--- src/rtl/mem_arbiter.sv ---
// mem_arbiter: shares one single-port memory between an instruction-fetch port and a load/store port; ports: clk/reset, i_req/i_addr/i_ack/i_rdata, d_req/d_we/d_addr/d_wdata/d_ack/d_rdata, mem_addr/mem_data/mem_MW/mem_MD/mem_out, busy
module mem_arbiter #(
  parameter int WIDTH        = 32,
  parameter int STARVE_LIMIT = 4
) (
  input  logic             clk,
  input  logic             reset,
  input  logic             i_req,
  input  logic [WIDTH-1:0] i_addr,
  output logic             i_ack,
  output logic [WIDTH-1:0] i_rdata,
  input  logic             d_req,
  input  logic             d_we,
  input  logic [WIDTH-1:0] d_addr,
  input  logic [WIDTH-1:0] d_wdata,
  output logic             d_ack,
  output logic [WIDTH-1:0] d_rdata,
  output logic [WIDTH-1:0] mem_addr,
  output logic [WIDTH-1:0] mem_data,
  output logic             mem_MW,
  output logic             mem_MD,
  input  logic [WIDTH-1:0] mem_out,
  output logic             busy
);
  localparam int SW = $clog2(STARVE_LIMIT + 1);
  localparam logic [SW-1:0] LIM = SW'(STARVE_LIMIT);
  typedef enum logic [1:0] {IDLE, ACCESS, DONE} state_t;
  state_t state_q, state_d;
  logic [SW-1:0] sc_q, sc_d;
  logic gnt_i_q, gnt_i_d, we_q, we_d;
  logic [WIDTH-1:0] addr_q, addr_d, wdata_q, wdata_d;
  logic [WIDTH-1:0] i_rdata_q, i_rdata_d, d_rdata_q, d_rdata_d;
  logic starve, pick_i;
  assign starve = sc_q == LIM;
  assign pick_i = i_req & (~d_req | starve);
  always_comb begin
    state_d   = state_q;
    sc_d      = sc_q;
    gnt_i_d   = gnt_i_q;
    we_d      = we_q;
    addr_d    = addr_q;
    wdata_d   = wdata_q;
    i_rdata_d = i_rdata_q;
    d_rdata_d = d_rdata_q;
    case (state_q)
      IDLE: if (i_req | d_req) begin
        state_d = ACCESS;
        gnt_i_d = pick_i;
        we_d    = ~pick_i & d_we;
        addr_d  = pick_i ? i_addr : d_addr;
        wdata_d = d_wdata;
        sc_d    = (pick_i | ~i_req) ? '0 : (starve ? sc_q : sc_q + 1'b1);
      end
      ACCESS: begin
        state_d   = DONE;
        i_rdata_d = (~we_q & gnt_i_q) ? mem_out : i_rdata_q;
        d_rdata_d = (~we_q & ~gnt_i_q) ? mem_out : d_rdata_q;
      end
      default: state_d = IDLE;
    endcase
  end
  always_ff @(posedge clk) begin
    if (reset) begin
      state_q   <= IDLE;
      sc_q      <= '0;
      gnt_i_q   <= 1'b0;
      we_q      <= 1'b0;
      addr_q    <= '0;
      wdata_q   <= '0;
      i_rdata_q <= '0;
      d_rdata_q <= '0;
    end else begin
      state_q   <= state_d;
      sc_q      <= sc_d;
      gnt_i_q   <= gnt_i_d;
      we_q      <= we_d;
      addr_q    <= addr_d;
      wdata_q   <= wdata_d;
      i_rdata_q <= i_rdata_d;
      d_rdata_q <= d_rdata_d;
    end
  end
  assign busy     = state_q != IDLE;
  assign i_ack    = (state_q == DONE) & gnt_i_q;
  assign d_ack    = (state_q == DONE) & ~gnt_i_q;
  assign mem_MW   = (state_q == ACCESS) & we_q & ~reset;
  assign mem_MD   = (state_q == ACCESS) & ~we_q & ~reset;
  assign mem_addr = addr_q;
  assign mem_data = wdata_q;
  assign i_rdata  = i_rdata_q;
  assign d_rdata  = d_rdata_q;
endmodule

--- config.mk ---
export PLATFORM = sky130hd
export DESIGN_NAME = mem_arbiter
export DESIGN_NICKNAME = d
export VERILOG_FILES = /design/src/rtl/mem_arbiter.sv
export SDC_FILE = /design/constraint.sdc
export NUM_CORES = 1
export LEC_CHECK = 0
export BUFFER_PORTS_ARGS = -buffer_cell sky130_fd_sc_hd__clkbuf_2
export CAP_MARGIN = 20
export CORE_UTILIZATION = 34
export CTS_BUF_LIST = sky130_fd_sc_hd__clkbuf_16
export CTS_CLUSTER_SIZE = 28
export DETAILED_ROUTE_END_ITERATION = 8
export SLEW_MARGIN = 5
export SYNTH_ARGS = -nofsm -noshare
export SYNTH_HDL_FRONTEND = slang
export SYNTH_SLANG_ARGS = --single-unit
--- constraint.sdc ---
create_clock -name clk -period 3.1 [get_ports clk]
set_input_delay 0.155 -clock clk [delete_from_list [all_inputs] [get_ports clk]]
set_output_delay 0.155 -clock clk [all_outputs]
set_load 0.01 [all_outputs]
==> impl_metrics.csv, run 1 <==
group,metric,value,unit
floorplan,rows,46,
critical_path,cp-end-kind,"output pin",
synthesis,syn_inst,664,
place,place_congestion,0.749,
synthesis,syn_area_per_cell,8.26,µm²
critical_path,crit_type,"reg -> out",
floorplan,dieArea,16600,µm²
hold_path,min-delay-path-class,"in -> reg",
clocking,cts_tree,"done",
floorplan,initial_core_util,34.7,%
drt,drt_first_pass_iters,4,
timing,max-slew-margin-rel,46.1,%
drt,detail_route.iter0.violations,368,
timing,fin_crit,2.28,ns
place,io_buffers,265,
global_route,antenna_found_initial,0,
timing,fin_ws,0.824,ns
timing,slew_violations,0,
clocking,clkTransAtPathRegs,0.06,ns
drt,wire_per_inst,15.6,µm
clocking,clock_path_buffers,2,
floorplan,die_h,129,µm
critical_path,critical-path-top-delay-family,"buffers and inverters",
global_route,grt_pass1_vias,5588,
critical_path,cp.depth,4,
synthesis,synth-seq-cells,135,
drt,vias,6070,
drt,viasPerCell,5.14,
clocking,post_cts_buffers,0,
synthesis,synth-warning-count,0,
place,place_inst,1085,
floorplan,io_pins,266,
synthesis,synth_area,5490,µm²
synthesis,syn_nets,799,
power,leakage,3.44,nW
clocking,cts.sinks,135,
final_layout,final_net_count,1087,
drt,drc,0,
outcome,status,"completed",
power,ir_worst_vdd,0.389,mV
clocking,postCtsHoldBufs,63,
clocking,post_cts_resized,0,
final_layout,final_cells,1181,
clocking,cts-root-buf,"clkbuf_16",
clocking,numCtsBuffers,17,
power,power_density,593,nW/µm²
drt,drtAntennaViolNets,0,
timing,worstMarginPinSlew,0.809,ns
timing,fin_crit_sh,73.4,%
floorplan,core_area,15800,µm²
final_layout,drive_above_1_share,34.2,%
timing,setup_violations,0,
timing,hold_viol,0,
clocking,insertion_delay,0.41,ns
critical_path,worstPathCellList,"nor2_4 -> inv_2 -> buf_4 -> clkbuf_2",
critical_path,worst-path-max-fanout,40,
floorplan,die_w,129,µm
timing,setup_tns,0,ns
final_layout,diodes,0,
synthesis,synth-seq-area-share,49.3,%
timing,rsz0062_at_grt,"no",
synthesis,synth_cell_type_count,35,
drt,drt-total-wl,18500,µm
critical_path,worstPathRequired,2.94,ns
critical_path,worstSetupStartpointType,"flip-flop",
critical_path,cp_data_arrival_time,2.12,ns
global_route,grt_overflow,0,
hold_path,min_delay_path_depth,3,
global_route,grt_pass1_wl,28800,µm
critical_path,crit_buf_inv,3,
critical_path,critPathMaxStageDelay,0.52,ns
clocking,htreeDepth,4,
critical_path,slowest_stage,"dfxtp_1",
critical_path,worstRegToRegCells,5,
timing,worst_clock_skew,0.00877,ns
global_route,globalRouteTotalUtil,22.0,%
place,dp_hpwl,11500,µm
timing,fmax,439,MHz
place,place_ws,1.08,ns
global_route,grt_start_max_net_pins,70,
power,total_power,4.86,mW
final_layout,area_growth,49.4,%
job,cap_violations,0,
worst paths after layout:
path | from | endpoint | slack, ns
worst max-delay path | state_q[1]$_SDFFE_PP0P_ | busy | 0.82
worst min register to register | i_rdata[6]$_SDFFE_PP0P_ | i_rdata[6]$_SDFFE_PP0P_ | 0.45
worst max register to register | state_q[1]$_SDFFE_PP0P_ | mem_addr[8]$_SDFFE_PP0P_ | 1.10
worst min-delay path | d_we | we_q$_SDFFE_PP0P_ | 0.02
registers in the layout, indices dropped and copies added (netlist names):
name,count
d_rdata,32
gnt_i_q,1
i_rdata,32
mem_addr,32
mem_data,32
sc_q,3
state_q,2
we_q,1
where the power goes:
group	leakage [nW]	switching, mW	internal, mW
registers	1.11	0.0664	1.86
logic	2.04	0.451	0.329
clock network	0.294	0.803	1.35
synth_stat cells (all sizes together):
cell,number,share of area (%)
nand2,128,8.8
nand4,3,0.34
dfxtp,135,49
clkbuf,43,3.0
nand4bb,1,0.21
nor3,1,0.091
nand4b,1,0.16
a31oi,1,0.11
nor4b,1,0.27
buf,32,3.0
a21bo,1,0.18
nor2b,2,0.23
a2111oi,32,6.2
nor3b,2,0.27
and2,1,0.11
o2111ai,1,0.16
nor2,2,0.27
nor4,64,7.3
and4bb,1,0.23
nand3,33,3.0
a21boi,1,0.21
or2,1,0.11
a21oi,132,12
ha,2,0.46
and3b,1,0.16
o21ai,37,3.4
or4b,1,0.18
inv,4,0.27
worst min-delay path: stages:
cell and delay, ns:
clkbuf_2 0.08, o2111ai_1 0.08, a21oi_1 0.07
layout make-up:
cell class	count	area (µm²)
clock buffer	17	425
tap	216	270
timing repair buffer	344	2120
sequential	135	2700
inverter	4	15.0
clock inverter	15	203
fill	1525	7630
multi-input combinational	450	2460
per-stage QoR:
| step | cell area (µm²) | hold WS, ns | utilization (%) |
|---|---|---|---|
| 2_1_floorplan | 5490 | 0.291 | - |
| 3_3_place_gp | 6890 | 0.390 | 43.5 |
| 3_5_place_dp | 6910 | 0.395 | 43.6 |
| 4_1_cts | 8170 | 0.00279 | 51.6 |
| 5_1_grt | 8190 | 0.0487 | 51.8 |
| 6_report | 8190 | 0.0220 | 51.8 |
routing by layer:
layer  vias to the layer above  track usage, %  share of wire, %  wire (µm)
li1                       3002               -                 -          -
met1                      2800            27.2                44       8110
met2                       247            36.2                47       8690
met3                        21            6.52               7.7       1420
met4                         0            8.17               1.4        253
met5                         -               0                 0          0
cells in the final DEF, fill, tap and decap left out, drive strengths merged, types with 17 or more instances in the layout:
master	netlist	routed
nand2	128	128
dlygate4sd3	0	63
o21ai	37	37
buf	32	17
nand3	33	33
clkbuf	43	281
nor4	64	64
a21oi	132	132
dfxtp	135	135
a2111oi	32	32
logic make-up (layout without fill, tap and decap cells):
group / count (synthesis) / after routing / share of synthesized area [%]
compound gates: 205 / 205 / 22.3
fa+ha+maj: 2 / 2 / 0.456
simple gates: 243 / 243 / 21.7
buf+inv: 79 / 380 / 6.23
flops: 135 / 135 / 49.3
Power figures use the tool's default switching activity.
==> run 2, diff against run 1 <==
--- a/config.mk
+++ b/config.mk
@@ -5,6 +5,7 @@
 export SDC_FILE = /design/constraint.sdc
 export NUM_CORES = 1
 export LEC_CHECK = 0
+export ABC_AREA = 1
 export BUFFER_PORTS_ARGS = -buffer_cell sky130_fd_sc_hd__clkbuf_2
 export CAP_MARGIN = 20
 export CORE_UTILIZATION = 34
==> constraint.sdc (replaced) <==
create_clock -name clk -period 2.2 [get_ports clk]
set_input_delay 0.11 -clock clk [delete_from_list [all_inputs] [get_ports clk]]
set_output_delay 0.11 -clock clk [all_outputs]
set_load 0.01 [all_outputs]
==> impl_metrics.csv, run 2 <==
group,metric,value,unit
global_route,grt_start_max_net_pins,98,
critical_path,cp_data_arrival_time,1.65,ns
clocking,clock_path_buffers,2,
timing,fin_crit,1.76,ns
outcome,status,"completed",
drt,wl_met3,1170,µm
timing,setup_tns,0,ns
place,io_buffers,265,
global_route,grt_pass1_wl,27000,µm
drt,drt-met1-wl,7070,µm
drt,drtAntennaViolNets,0,
critical_path,worstSetupStartpointType,"flip-flop",
critical_path,r2r_slack,0.67,ns
timing,rsz0062_at_grt,"no",
timing,max-slew-margin-rel,61.5,%
floorplan,rows,45,
timing,setup_violations,0,
synthesis,synthArstFlopShare,0,%
drt,viasPerCell,4.56,
timing,fin_crit_sh,80.0,%
clocking,htreeDepth,4,
place,dp_hpwl,10900,µm
critical_path,worstPathCellList,"inv_2 -> nor2_4 -> buf_4 -> inv_1 -> nor3_1 -> clkbuf_2",
clocking,cts_tree,"done",
place,place_ws,0.678,ns
synthesis,yosys.area.top_type,"dfxtp_1",
synthesis,netlist.area_leader.share,49.7,%
hold_path,min-delay-path-class,"in -> reg",
hold_path,min_delay_path_depth,5,
floorplan,dieArea,16500,µm²
critical_path,rr_startpoint,"sc_q[0]$_SDFFE_PP0P_",
final_layout,final_util,53.5,%
final_layout,n_fill_cell,1529,
critical_path,crit_buf_inv,4,
final_layout,stdcell_area,8250,µm²
critical_path,cp-end-kind,"output pin",
drt,drt_first_pass_iters,4,
critical_path,worstPathRequired,2.09,ns
final_layout,diodes,0,
critical_path,reg2reg_to,"sc_q[2]$_SDFFE_PP0P_",
final_layout,area_growth,51.7,%
drt,wire_per_inst,12.9,µm
synthesis,syn_area_per_cell,7.14,µm²
synthesis,synth_fa_ha_area_share,0.460,%
clocking,clkTransAtPathRegs,0.06,ns
critical_path,worst-path-max-fanout,9,
job,cap_violations,0,
clocking,post_cts_buffers,0,
timing,worst_clock_skew,0.00659,ns
power,power_density,832,nW/µm²
synthesis,yosys.area_share.simple,26.4,%
drt,vias,5929,
global_route,grt_overflow,0,
final_layout,drive_above_1_share,29.4,%
drt,detail_route.iter0.violations,228,
synthesis,synth.most_common_cell,"nor2_1",
floorplan,die_h,128,µm
clocking,post_cts_resized,0,
synthesis,synth_cell_type_count,18,
drt,drt-total-wl,16800,µm
final_layout,final_common_cell,"clkbuf_2",
synthesis,synth-warning-count,0,
timing,fin_ws,0.441,ns
synthesis,synth_edf_count,0,
clocking,insertion_delay,0.42,ns
power,ir_worst_vdd,0.495,mV
floorplan,initial_core_util,35.2,%
critical_path,slowest_stage,"dfxtp_1",
hold_path,min_from,"i_addr[11]",
synthesis,syn_nets,897,
timing,holdWs,0.0223,ns
hold_path,hold-path-endpoint,"mem_addr[11]$_SDFFE_PP0P_",
synthesis,synth-seq-cells,135,
clocking,numCtsBuffers,17,
final_layout,final_cell_mix,"265 x clkbuf_2, 202 x nor2_1, 135 x dfxtp_1, 92 x o21ai_0, 79 x nand2_1",
critical_path,critical-path-top-delay-family,"buffers and inverters",
floorplan,die_w,128,µm
timing,worstMarginPinSlew,0.576,ns
drt,wl_met2,8070,µm
drt,top_layer_used,"met4",
synthesis,synth-xor-area-share,0,%
synthesis,synth_top_family_by_area,"simple AND/OR/NAND/NOR gates",
clocking,cts.sinks,135,
synthesis,synth-compound-area-share,15.2,%
drt,drc,0,
global_route,globalRouteTotalUtil,20.8,%
floorplan,io_pins,266,
clocking,cts-root-buf,"clkbuf_16",
critical_path,worstRegToRegCells,8,
synthesis,syn_inst,762,
floorplan,core_area,15400,µm²
critical_path,crit_type,"reg -> out",
place,place_congestion,0.739,
synthesis,synth_common_cells,"204 x nor2_1, 135 x dfxtp_1, 92 x o21ai_0",
critical_path,critPathMaxStageDelay,0.39,ns
place,placed_area,6890,µm²
synthesis,synthFlopType,"dfxtp_1",
global_route,antenna_found_initial,0,
timing,hold_viol,0,
timing,slew_violations,0,
synthesis,synth_mux_area_share,0,%
power,leakage,4.00,nW
timing,fmax,569,MHz
synthesis,synth-seq-area-share,49.7,%
synthesis,synth_area,5440,µm²
synthesis,synth.area.top_cells,"dfxtp_1 50%, nor2_1 14%, o21ai_0 8.5%",
final_layout,final_net_count,1211,
global_route,grt_pass1_vias,5603,
[run 2: cell count changes after synthesis, sizes merged, moves of 34 or more]
cell | before | now
nor2 | 2 | 205
a21oi | 132 | 68
nor4 | 64 | 0
o21ai | 37 | 97
nand2 | 128 | 81
inv | 4 | 46
nand3 | 33 | 67
[run 2: where the power goes]
group / total [mW] / switching, mW / internal, mW / leakage [nW]
clock network: 2.98 / 1.17 / 1.81 / 0.301
registers: 2.74 / 0.0998 / 2.64 / 1.11
logic: 1.15 / 0.655 / 0.494 / 2.59
total: 6.87 / 1.92 / 4.95 / 4.00
[run 2: cell type report]
type	count	area [µm²]	area share (%)
Sequential cell	135	2700	32.8
Multi-Input combinational cell	523	2300	27.8
Timing Repair Buffer	353	2200	26.6
Clock buffer	17	425	5.16
Tap cell	211	264	3.20
Clock inverter	15	193	2.34
Inverter	46	173	2.09
[run 2: how the worst max path moves through the flow]
stage                     cells past startpoint                   endpoint               startpoint
after global placement                        7  mem_addr[26]$_SDFFE_PP0P_  state_q[1]$_SDFFE_PP0P_
after global routing                          6                     mem_MW  state_q[0]$_SDFFE_PP0P_
after detailed placement                      7  mem_addr[26]$_SDFFE_PP0P_  state_q[0]$_SDFFE_PP0P_
after CTS                                     6                     mem_MD  state_q[0]$_SDFFE_PP0P_
final                                         6                     mem_MW  state_q[0]$_SDFFE_PP0P_
after floorplan                               9  mem_addr[13]$_SDFFE_PP0P_     sc_q[0]$_SDFFE_PP0P_
[run 2: worst reg2reg max path, delay by kind of cell (launching register included)]
kind	cells	cell delay, ns
flip-flops	1	0.32
buffers and inverters	2	0.34
adder cells (fa/ha/maj)	1	0.15
AND/OR/NAND/NOR	4	0.34
AO/OA/AOI/OAI	1	0.26
[run 2: layer usage]
layer	GRT usage, %	vias up
li1	-	3079
met1	23.6	2621
met2	35.2	195
met3	6.90	34
met4	9.76	0
met5	0	-
[run 2: per-stage QoR]
stage	total power, mW	instances
CTS	6.96	1300
floorplan	3.40	762
global placement	3.84	1194
finish	6.87	1300
detailed placement	3.84	1194
global route	7.24	1300
[run 2: what timing repair did]
action	in CTS	in global routing
hold buffers	74	0
hold endpoints to repair	106	0
setup endpoints to repair	0	0
[run 2: cell families (layout without fill, tap and decap cells)]
kind of cell,count (synthesis),after routing
and+or+nand+nor,356,356
AOI/OAI and AO/OA,165,165
DFF,135,135
buffers and inverters,104,431
adders and majority gates,2,2
